==> src/rtl/monkey_motion_pkg.sv <==
// Shared types and constants for the monkey sprite motion controller.
//   motion_state_t : GROUND / AIR / CLIMB encoding, also driven on motionState
//   EDGE_*         : bit positions inside HitEdgeCode and the latched hit vector
package monkey_motion_pkg;

  typedef enum logic [1:0] {
    GROUND = 2'd0,
    AIR    = 2'd1,
    CLIMB  = 2'd2
  } motion_state_t;

  localparam int unsigned EDGE_BOTTOM = 0;
  localparam int unsigned EDGE_RIGHT  = 1;
  localparam int unsigned EDGE_TOP    = 2;
  localparam int unsigned EDGE_LEFT   = 3;

  localparam int unsigned EDGE_W = 4;

endpackage

==> src/rtl/frame_hit_latch.sv <==
// Per-frame sticky accumulator for collision edges and rope contact.
// Collision edges and rope contact are short pulses that can arrive anywhere in
// a frame; they are remembered until the next frame strobe, where the motion
// logic consumes them.
//   clk_i        : clock
//   rst_ni       : asynchronous active-low reset, drops any pending hits at once
//   sof_i        : frame strobe; sticky state is cleared on this cycle
//   hit_valid_i  : this cycle's collision counts (already qualified by caller)
//   hit_edge_i   : edge code of this cycle's collision
//   on_rope_i    : sprite overlaps a rope this cycle
//   hits_o       : sticky | current edge hits (meaningful on the sof_i cycle)
//   rope_o       : sticky | current rope contact
module frame_hit_latch
  import monkey_motion_pkg::*;
(
  input  logic              clk_i,
  input  logic              rst_ni,
  input  logic              sof_i,
  input  logic              hit_valid_i,
  input  logic [EDGE_W-1:0] hit_edge_i,
  input  logic              on_rope_i,
  output logic [EDGE_W-1:0] hits_o,
  output logic              rope_o
);

  logic [EDGE_W-1:0] hits_q, hits_d;
  logic              rope_q, rope_d;
  logic [EDGE_W-1:0] hits_cur;

  assign hits_cur = hit_valid_i ? hit_edge_i : '0;

  // The evaluated value includes this cycle so a hit arriving together with the
  // frame strobe is not lost.
  assign hits_o = hits_q | hits_cur;
  assign rope_o = rope_q | on_rope_i;

  always_comb begin
    hits_d = hits_o;
    rope_d = rope_o;
    if (sof_i) begin
      hits_d = '0;
      rope_d = 1'b0;
    end
  end

  always_ff @(posedge clk_i or negedge rst_ni) begin
    if (!rst_ni) begin
      hits_q <= '0;
      rope_q <= 1'b0;
    end else begin
      hits_q <= hits_d;
      rope_q <= rope_d;
    end
  end

endmodule

==> src/rtl/monkey_motion_fsm.sv <==
// Player-sprite motion controller. Collision/rope contacts gathered during a
// frame are resolved once per startOfFrame by a GROUND/AIR/CLIMB machine that
// sets the speeds; positions are fixed-point integrators clamped to the screen.
//   clk, resetN      : clock, asynchronous active-low reset
//   startOfFrame     : one-cycle frame strobe; all state advances only here
//   left/right/up/downPressed : key levels
//   collision, num_hit, HitEdgeCode : collision pulse, score-digit qualifier, edge
//   onRope           : sprite overlaps a rope
//   topLeftX/Y       : sprite position in whole pixels (signed, floor)
//   motionState      : 0 GROUND, 1 AIR, 2 CLIMB
//   facingLeft       : last nonzero horizontal motion was to the left
module monkey_motion_fsm
  import monkey_motion_pkg::*;
#(
  parameter int INITIAL_X      = 280,
  parameter int INITIAL_Y      = 185,
  parameter int FP_SHIFT       = 6,
  parameter int WALK_SPEED     = 200,
  parameter int JUMP_SPEED     = 300,
  parameter int CLIMB_SPEED    = 100,
  parameter int GRAVITY        = 10,
  parameter int MAX_FALL_SPEED = 230,
  parameter int X_MIN          = -9,
  parameter int X_MAX          = 570,
  parameter int Y_FLOOR        = 400
) (
  input  logic               clk,
  input  logic               resetN,
  input  logic               startOfFrame,
  input  logic               leftPressed,
  input  logic               rightPressed,
  input  logic               upPressed,
  input  logic               downPressed,
  input  logic               collision,
  input  logic               num_hit,
  input  logic               onRope,
  input  logic [3:0]         HitEdgeCode,
  output logic signed [10:0] topLeftX,
  output logic signed [10:0] topLeftY,
  output logic [1:0]         motionState,
  output logic               facingLeft
);

  localparam int FpOne    = 2 ** FP_SHIFT;
  localparam int XInitFp  = INITIAL_X * FpOne;
  localparam int YInitFp  = INITIAL_Y * FpOne;
  localparam int XMinFp   = X_MIN * FpOne;
  localparam int XMaxFp   = X_MAX * FpOne;
  localparam int YFloorFp = Y_FLOOR * FpOne;

  // ---------------------------------------------------------------------------
  // Frame hit accumulation
  // ---------------------------------------------------------------------------
  logic [EDGE_W-1:0] hits;
  logic              rope;

  frame_hit_latch u_hit_latch (
    .clk_i       (clk),
    .rst_ni      (resetN),
    .sof_i       (startOfFrame),
    .hit_valid_i (collision & ~num_hit),
    .hit_edge_i  (HitEdgeCode),
    .on_rope_i   (onRope),
    .hits_o      (hits),
    .rope_o      (rope)
  );

  // ---------------------------------------------------------------------------
  // State
  // ---------------------------------------------------------------------------
  motion_state_t      state_q, state_d;
  logic signed [31:0] pos_x_q, pos_x_d;
  logic signed [31:0] pos_y_q, pos_y_d;
  logic signed [31:0] xspd_q, xspd_d;
  logic signed [31:0] yspd_q, yspd_d;
  logic               facing_q, facing_d;
  logic               up_prev_q, up_prev_d;

  // ---------------------------------------------------------------------------
  // Evaluated flags
  // ---------------------------------------------------------------------------
  logic ledge, head, wall_r, wall_l, jump_req;

  // Standing on the floor line counts as a ledge so the sprite rests there
  // instead of bouncing between AIR and the floor clamp.
  assign ledge    = hits[EDGE_BOTTOM] | (pos_y_q >= YFloorFp);
  assign head     = hits[EDGE_TOP];
  assign wall_r   = hits[EDGE_RIGHT];
  assign wall_l   = hits[EDGE_LEFT];
  assign jump_req = upPressed & ~up_prev_q;

  // ---------------------------------------------------------------------------
  // State machine and vertical speed
  // ---------------------------------------------------------------------------
  motion_state_t      state_fsm;
  logic signed [31:0] yspd_fsm;
  logic signed [31:0] yspd_grav;

  assign yspd_grav = yspd_q + GRAVITY;

  always_comb begin
    state_fsm = state_q;
    yspd_fsm  = yspd_q;
    unique case (state_q)
      GROUND: begin
        if (rope && (upPressed || downPressed)) begin
          state_fsm = CLIMB;
          yspd_fsm  = '0;
        end else if (jump_req) begin
          state_fsm = AIR;
          yspd_fsm  = -JUMP_SPEED;
        end else if (!ledge) begin
          state_fsm = AIR;
          yspd_fsm  = '0;
        end else begin
          yspd_fsm = '0;
        end
      end
      AIR: begin
        if (rope && upPressed) begin
          state_fsm = CLIMB;
          yspd_fsm  = '0;
        end else if (ledge && (yspd_q >= 0)) begin
          state_fsm = GROUND;
          yspd_fsm  = '0;
        end else if (head && (yspd_q < 0)) begin
          yspd_fsm = '0;
        end else if (yspd_grav > MAX_FALL_SPEED) begin
          yspd_fsm = MAX_FALL_SPEED;
        end else begin
          yspd_fsm = yspd_grav;
        end
      end
      CLIMB: begin
        if (!rope || leftPressed || rightPressed) begin
          state_fsm = AIR;
          yspd_fsm  = '0;
        end else if (upPressed && !downPressed) begin
          yspd_fsm = -CLIMB_SPEED;
        end else if (downPressed && !upPressed) begin
          yspd_fsm = CLIMB_SPEED;
        end else begin
          yspd_fsm = '0;
        end
      end
      default: begin
        state_fsm = AIR;
        yspd_fsm  = '0;
      end
    endcase
  end

  // ---------------------------------------------------------------------------
  // Position integration and clamps (uses the speeds from the previous frame)
  // ---------------------------------------------------------------------------
  logic signed [31:0] x_sum, y_sum, x_clamped;
  logic               floor_hit;

  assign x_sum     = pos_x_q + xspd_q;
  assign y_sum     = pos_y_q + yspd_q;
  assign floor_hit = (y_sum > YFloorFp);

  always_comb begin
    x_clamped = x_sum;
    if (x_sum < XMinFp) begin
      x_clamped = XMinFp;
    end else if (x_sum > XMaxFp) begin
      x_clamped = XMaxFp;
    end
  end

  // ---------------------------------------------------------------------------
  // Horizontal speed
  // ---------------------------------------------------------------------------
  motion_state_t      state_next;
  logic signed [31:0] xspd_walk, xspd_next;

  assign state_next = floor_hit ? GROUND : state_fsm;

  always_comb begin
    xspd_walk = '0;
    if (rightPressed && !leftPressed && !wall_r) begin
      xspd_walk = WALK_SPEED;
    end else if (leftPressed && !rightPressed && !wall_l) begin
      xspd_walk = -WALK_SPEED;
    end
  end

  assign xspd_next = (state_next == CLIMB) ? '0 : xspd_walk;

  // ---------------------------------------------------------------------------
  // Next-state: everything holds except on the frame strobe
  // ---------------------------------------------------------------------------
  always_comb begin
    state_d   = state_q;
    pos_x_d   = pos_x_q;
    pos_y_d   = pos_y_q;
    xspd_d    = xspd_q;
    yspd_d    = yspd_q;
    facing_d  = facing_q;
    up_prev_d = up_prev_q;
    if (startOfFrame) begin
      up_prev_d = upPressed;
      pos_x_d   = x_clamped;
      xspd_d    = xspd_next;
      if (xspd_next != 0) begin
        facing_d = (xspd_next < 0);
      end
      // The floor clamp overrides whatever the state machine decided.
      if (floor_hit) begin
        pos_y_d = YFloorFp;
        yspd_d  = '0;
        state_d = GROUND;
      end else begin
        pos_y_d = y_sum;
        yspd_d  = yspd_fsm;
        state_d = state_fsm;
      end
    end
  end

  always_ff @(posedge clk or negedge resetN) begin
    if (!resetN) begin
      state_q   <= AIR;
      pos_x_q   <= XInitFp;
      pos_y_q   <= YInitFp;
      xspd_q    <= '0;
      yspd_q    <= '0;
      facing_q  <= 1'b0;
      up_prev_q <= 1'b0;
    end else begin
      state_q   <= state_d;
      pos_x_q   <= pos_x_d;
      pos_y_q   <= pos_y_d;
      xspd_q    <= xspd_d;
      yspd_q    <= yspd_d;
      facing_q  <= facing_d;
      up_prev_q <= up_prev_d;
    end
  end

  // ---------------------------------------------------------------------------
  // Outputs: arithmetic shift floors toward minus infinity
  // ---------------------------------------------------------------------------
  assign topLeftX    = 11'(pos_x_q >>> FP_SHIFT);
  assign topLeftY    = 11'(pos_y_q >>> FP_SHIFT);
  assign motionState = state_q;
  assign facingLeft  = facing_q;

endmodule
==> config.mk <==
export PLATFORM = sky130hd
export DESIGN_NAME = monkey_motion_fsm
export DESIGN_NICKNAME = d
export VERILOG_FILES = /design/src/rtl/monkey_motion_pkg.sv /design/src/rtl/frame_hit_latch.sv /design/src/rtl/monkey_motion_fsm.sv
export SDC_FILE = /design/constraint.sdc
export NUM_CORES = 1
export LEC_CHECK = 0
export CAP_MARGIN = 20
export CORE_MARGIN = 2
export CORE_UTILIZATION = 40
export CTS_CLUSTER_DIAMETER = 30
export DETAILED_ROUTE_END_ITERATION = 16
export HOLD_SLACK_MARGIN = 0.12
export PLACE_DENSITY = 0.59
export SYNTH_ARGS = -nofsm -noshare
export SYNTH_HDL_FRONTEND = slang
export SYNTH_SLANG_ARGS = --single-unit
==> constraint.sdc <==
create_clock -name clk -period 4.6 [get_ports clk]
set_input_delay 0.46 -clock clk [delete_from_list [all_inputs] [get_ports clk]]
set_output_delay 0.46 -clock clk [all_outputs]
set_load 0.02 [all_outputs]
* Word level (Yosys, flattened, before mapping)
Cells that the tools add are included.
Storage, ports and cells: output and inout bits 25, memories 0, register bits after elaboration 137, bits in read-only memories 0, input bits 14, bits in latches 0, RAM bits 0
Cells by class: bitwise operators 7, shift-type cells 0, mux-type cells 28, $mul 0, magnitude comparators 8, div/mod/pow operators 0, add/subtract/negate cells 3, equality and inequality tests 3, reduce and logical (&&, ||, !) cells 23
Operator list (number):
- $mux W32 | 15
- $pmux W32 S3 | 1
- $add A32 B32 Y32 | 2
- $lt A32 B1 Y1 const B | 2
- $add A32 B5 Y32 const B | 1
- $ge A32 B1 Y1 const B | 1
- $ge A32 B16 Y1 const B | 1
- $gt A32 B16 Y1 const B | 1
- $gt A32 B17 Y1 const B | 1
- $gt A32 B9 Y1 const B | 1
- $lt A32 B11 Y1 const B | 1
- $reduce_bool A32 Y1 | 1
- $mux W2 | 7
- $logic_and A1 B1 Y1 | 10
- $mux W4 | 2
- $logic_not A1 Y1 | 7
- $mux W7 | 1
- $pmux W2 S3 | 1
- $eq A2 B2 Y1 const B | 2
- $or A4 B4 Y4 | 1
- $logic_or A1 B1 Y1 | 3
- $and A1 B1 Y1 | 2
- $eq A2 B1 Y1 const B | 1
- $logic_not A2 Y1 | 1
- 4 further kinds | 6

* Depth between registers and ports, before layout
word-level depth 14, mapped depth 13, depth with buffers taken out 12

* Modules after synthesis
Synthesis repeated with hierarchy kept, for this count alone.
Unflattened totals: cells, all modules 1129, area, all modules 9397.8 sq um
By module, submodules not included:
- monkey_motion_fsm | cells each 1114, sequential area each 2488.6 sq um, area an instance 9178.8 sq um, times used 1
- frame_hit_latch | cells each 15, sequential area each 125.1 sq um, area an instance 219.0 sq um, times used 1

* Worst setup path after synthesis
Ideal clock, no wire load.
path type register -> register, start register xspd_q[30], end register pos_x_q[9], setup slack 684 ps, data required time 4517 ps, library setup time 83 ps, stages on the path, launching flop included 14, arrival 3832 ps, path through dfrtp_1 > ha_1 > buf_2 > a21oi_1 > o21ai_0 > a221oi_1 > o21ai_1 > a221oi_2 > mux2i_1 > or4b_1 > and4b_1 > buf_4 > a21oi_2 > o32a_1
Between the ends: word-level cells in the longest chain between the ends 4, elaborated cells between the ends (all ways) 5, those cells by class add/sub (1); order compare (2); mux (2)
Ends and longest elaborated chain:
- from (decl) | RTL line monkey_motion_fsm.sv:74 | logic signed [31:0] xspd_q, xspd_d;
- from (signal assigned) | RTL line monkey_motion_fsm.sv:235 | xspd_q <= xspd_d;
- $add A32 B32 Y32 (*) | RTL line monkey_motion_fsm.sv:159 | assign x_sum = pos_x_q + xspd_q;
- $gt A32 B17 Y1 | RTL line monkey_motion_fsm.sv:167 | end else if (x_sum > XMaxFp) begin
- $mux W32 | RTL line monkey_motion_fsm.sv:167
- $mux W32 (*) | RTL line monkey_motion_fsm.sv:165 | if (x_sum < XMinFp) begin
- to (signal assigned) | RTL line monkey_motion_fsm.sv:225 | pos_x_q <= XInitFp;
- to (signal assigned) | RTL line monkey_motion_fsm.sv:233 | pos_x_q <= pos_x_d;
- to (decl) | RTL line monkey_motion_fsm.sv:72 | logic signed [31:0] pos_x_q, pos_x_d;
Mark *: on every way between the ends. The rest lies on a longest branch, timed or not. A chain may end at the register's enable or synchronous reset.

* Worst setup path after layout
start register yspd_q[6], end register yspd_q[17]
Between the ends: word-level cells in the longest chain between the ends 8, elaborated cells between the ends (all ways) 14, those cells by class add/sub (2); order compare (4); mux (6); reduce/logical (2)
Ends and longest elaborated chain:
- from (decl) | RTL line monkey_motion_fsm.sv:75 | logic signed [31:0] yspd_q, yspd_d;
- from (signal assigned) | RTL line monkey_motion_fsm.sv:236 | yspd_q <= yspd_d;
- $add A32 B5 Y32 | RTL line monkey_motion_fsm.sv:99 | assign yspd_grav = yspd_q + GRAVITY;
- $gt A32 B9 Y1 | RTL line monkey_motion_fsm.sv:128 | end else if (yspd_grav > MAX_FALL_SPEED) begin
- $mux W32 | RTL line monkey_motion_fsm.sv:128
- $mux W32 | RTL line monkey_motion_fsm.sv:126 | end else if (head && (yspd_q < 0)) begin
- $mux W32 | RTL line monkey_motion_fsm.sv:123 | end else if (ledge && (yspd_q >= 0)) begin
- $mux W32 | RTL line monkey_motion_fsm.sv:120 | if (rope && upPressed) begin
- $pmux W32 S3 | RTL line monkey_motion_fsm.sv:104 | unique case (state_q)
- $mux W32 (*) | RTL line monkey_motion_fsm.sv:210 | if (floor_hit) begin
Marked as above.

==> flow_metrics.env <==
export IMPL_finalSetupViolCount=0
export IMPL_grt_util_all_layers_pct=22.5
export IMPL_hp_class="in2async"
export IMPL_fin_skew_ps=8.16
export IMPL_io_buffers=38
export IMPL_drc=0
export IMPL_crit_required_ps=4900
export IMPL_synthCells=1176
export IMPL_p_leak_uw=0.00439
export IMPL_use_met1_pct=34.4
export IMPL_pwr_share_seq_pct=22.1
export IMPL_routed_wl_um=28700
export IMPL_synthXorXnorAreaFrac_pct=4.90
export IMPL_maxSlewViolCount=0
export IMPL_ys_flop_type="dfrtp_1"
export IMPL_p_comb_share_pct=65.7
export IMPL_synth_top_area_share_pct=24.6
export IMPL_dpl_cell_area_sq_um=10200
export IMPL_synth_cell_types=87
export IMPL_relSlewSlack_pct=37.5
export IMPL_gp_congestion=0.909
export IMPL_ios=39
export IMPL_synth_largest_area_cell="dfrtp_1"
export IMPL_first_pass_iters=5
export IMPL_globalRouteMet3Util_pct=2.29
export IMPL_syn_to_final_growth_pct=8.65
export IMPL_arrival_ps=4440
export IMPL_async_flop_share_pct=100
export IMPL_drive_gt1_share_pct=6.88
export IMPL_yosys_top_cells_count="119 x nand2_1, 95 x dfrtp_1, 75 x a21oi_1"
export IMPL_swShare_pct=50.8
export IMPL_ys_ff_latch=104
export IMPL_wl_per_cell_um=19.4
export IMPL_yosys_warnings=0
export IMPL_final_min_clock_period_ps=4140
export IMPL_fmax_ghz=0.242
export IMPL_cp_max_fo=27
export IMPL_antenna_found_initial=1
export IMPL_die_y_um=159
export IMPL_pwr_share_clk_pct=12.1
export IMPL_die_area_sq_um=25400
export IMPL_cts_buffers=9
export IMPL_synth_fa_ha_area_share_pct=8.45
export IMPL_timing_setup_tns_ps=0
export IMPL_critPathKind="reg2reg"
export IMPL_antenna_cells=0
export IMPL_cts_num_sinks=104
export IMPL_grt_pass1_vias=8701
export IMPL_synth_nets=1254
export IMPL_ant_nets=0
export IMPL_overflow=0
export IMPL_status="complete, no violations"
export IMPL_powerDensity_nw_per_um2=662
export IMPL_core_area_sq_um=23600
export IMPL_postCtsSetupBuffers=0
export IMPL_clock_path_buffers=2
export IMPL_cts_htree_levels=3
export IMPL_netlist_area_sq_um=9660
export IMPL_synth_compound_area_share_pct=31.6
export IMPL_busiest_layer="met1"
export IMPL_hold_viol=0
export IMPL_cts_repair_resized=0
export IMPL_cp_end_kind="flop"
export IMPL_synthMuxAreaShare_pct=1.22
export IMPL_synth_seq_area_share_pct=27.1
export IMPL_worst_pin_slew_ps=937
export IMPL_clkTransAtPathRegs_ps=80
export IMPL_yosys_top_cells_area="dfrtp_1 25%, ha_1 8.0%, nand2_1 4.6%, a21oi_1 3.9%, o21ai_0 3.3%"
export IMPL_dpl_hpwl_um=20900
export IMPL_floorplan_die_width_um=159
export IMPL_initial_core_util_pct=40.9
export IMPL_synth_top_family_by_area="compound AO/OA/AOI/OAI gates"
export IMPL_syn_avg_cell_area_sq_um=8.21
export IMPL_n_fill_cell=2409
export IMPL_rsz0062_at_grt="no"
export IMPL_cts_tree="done"
export IMPL_regToRegSetupSlack_ps=460
export IMPL_ir_drop_uv=294
export IMPL_internal_power_uw=3420
export IMPL_max_cap_violations=0
export IMPL_grt_pass1_wl_um=46800
export IMPL_vias=9216
export IMPL_synthSimpleGateAreaFrac_pct=20.9
export IMPL_startpoint_type="flop"
export IMPL_switchingPower_uw=3530
export IMPL_vias_per_cell=6.22
export IMPL_timing_final_crit_share_pct=90.0
export IMPL_synth_edff_count=0
export IMPL_postCtsHoldBufs=0
export IMPL_fp_row_count=56
export IMPL_grt_use_met2_pct=33.9
export IMPL_synth_most_common_cell="nand2_1"
export IMPL_drt_iter0_markers=797
export IMPL_nNetsFinal=1235
export IMPL_insertion_delay_ps=360
export IMPL_grt_max_degree=73
export IMPL_cts_root_buf="clkbuf_16"
export IMPL_fin_area_sq_um=10500
==> metal layers <==
layer  vias up  share of wire [%]
li1       4469                  -
met1      4466                 51
met2       254                 43
met3        27                4.3
met4         0                1.5
met5         -                  0
==> worst max-delay path: stages (launching register included) <==
cell and delay (ps):
dfrtp_1 520, ha_1 410, and4_1 260, a22o_4 260, o211a_1 340, o41a_1 500, xnor2_1 240, o2111ai_1 190
nor4_2 400, a41oi_4 200, buf_12 220, nor2_4 110, buf_4 250, a221o_1 180
==> flip-flops by register name, summed over array words and instances, names as in the netlist <==
register,cells
pos_x_q,29
u_hit_latch.rope_q,1
yspd_q,31
xspd_q,3
facingLeft,1
pos_y_q,32
motionState,2
up_prev_q,1
u_hit_latch.hits_q,4
==> cell families after synthesis <==
kind of cell    after synthesis
mux                          11
simple gates                402
xor+xnor                     54
compound gates              423
other cells                   1
buf+inv                     117
fa+ha+maj                    64
flops                       104
==> power groups by stage <==
stage | Clock [uW] | Combinational (uW) | Sequential, uW
floorplan | 0 | 3380 | 1420
finish | 842 | 4570 | 1540
global route | 901 | 5010 | 1580
global placement | 0 | 4480 | 1550
CTS | 869 | 4520 | 1540
detailed placement | 0 | 4500 | 1550
==> final timing paths <==
path,cells past startpoint,from,end
setup reg to reg,13,yspd_q[6]$_DFFE_PN0P_,yspd_q[17]$_DFFE_PN0P_
min in group clk,1,pos_x_q[23]$_DFFE_PN0P_,pos_x_q[23]$_DFFE_PN0P_
hold reg to reg,1,pos_x_q[23]$_DFFE_PN0P_,pos_x_q[23]$_DFFE_PN0P_
setup / recovery,13,yspd_q[6]$_DFFE_PN0P_,yspd_q[17]$_DFFE_PN0P_
hold / removal,1,resetN,pos_y_q[26]$_DFFE_PN0P_
max in group asynchronous,2,resetN,pos_x_q[16]$_DFFE_PN0P_
==> stage by stage <==
stage          power, uW  util, %  std cells  setup slack, ps  hold WS [ps]
2_1_floorplan       4800        -       1176              684           164
3_3_place_gp        6030     43.1       1465              509           469
3_5_place_dp        6050     43.1       1465              516           474
4_1_cts             6930     44.4       1481              477           249
5_1_grt             7490     44.4       1481              148           284
6_report            6950     44.4       1481              460           167
==> layout make-up <==
class	instances	area, sq um	area share [%]
tap	319	399	3.80
clock buffer	10	239	2.28
sequential	104	2610	24.9
multi-input combinational	955	6490	61.8
timing repair buffer	64	593	5.65
clock inverter	6	75.1	0.715
inverter	23	86.3	0.823
==> layout by cell type (no fill, tap or decap), drive strengths merged, types with 12 or more instances in the layout <==
master	netlist	final
a21o	25	25
a21oi	76	76
a22o	26	26
and2	12	12
buf	40	28
clkdlybuf4s50	0	36
dfrtp	95	95
ha	62	62
inv	23	25
nand2	119	119
nand3	41	41
nand4	26	26
nor2	74	74
nor3	36	36
nor4	25	25
o211ai	15	15
o21a	31	31
o21ai	67	67
o2bb2ai	12	12
o31ai	38	38
o41ai	19	19
xnor2	29	29
xor2	25	25
(Power assumes the default switching activity.)
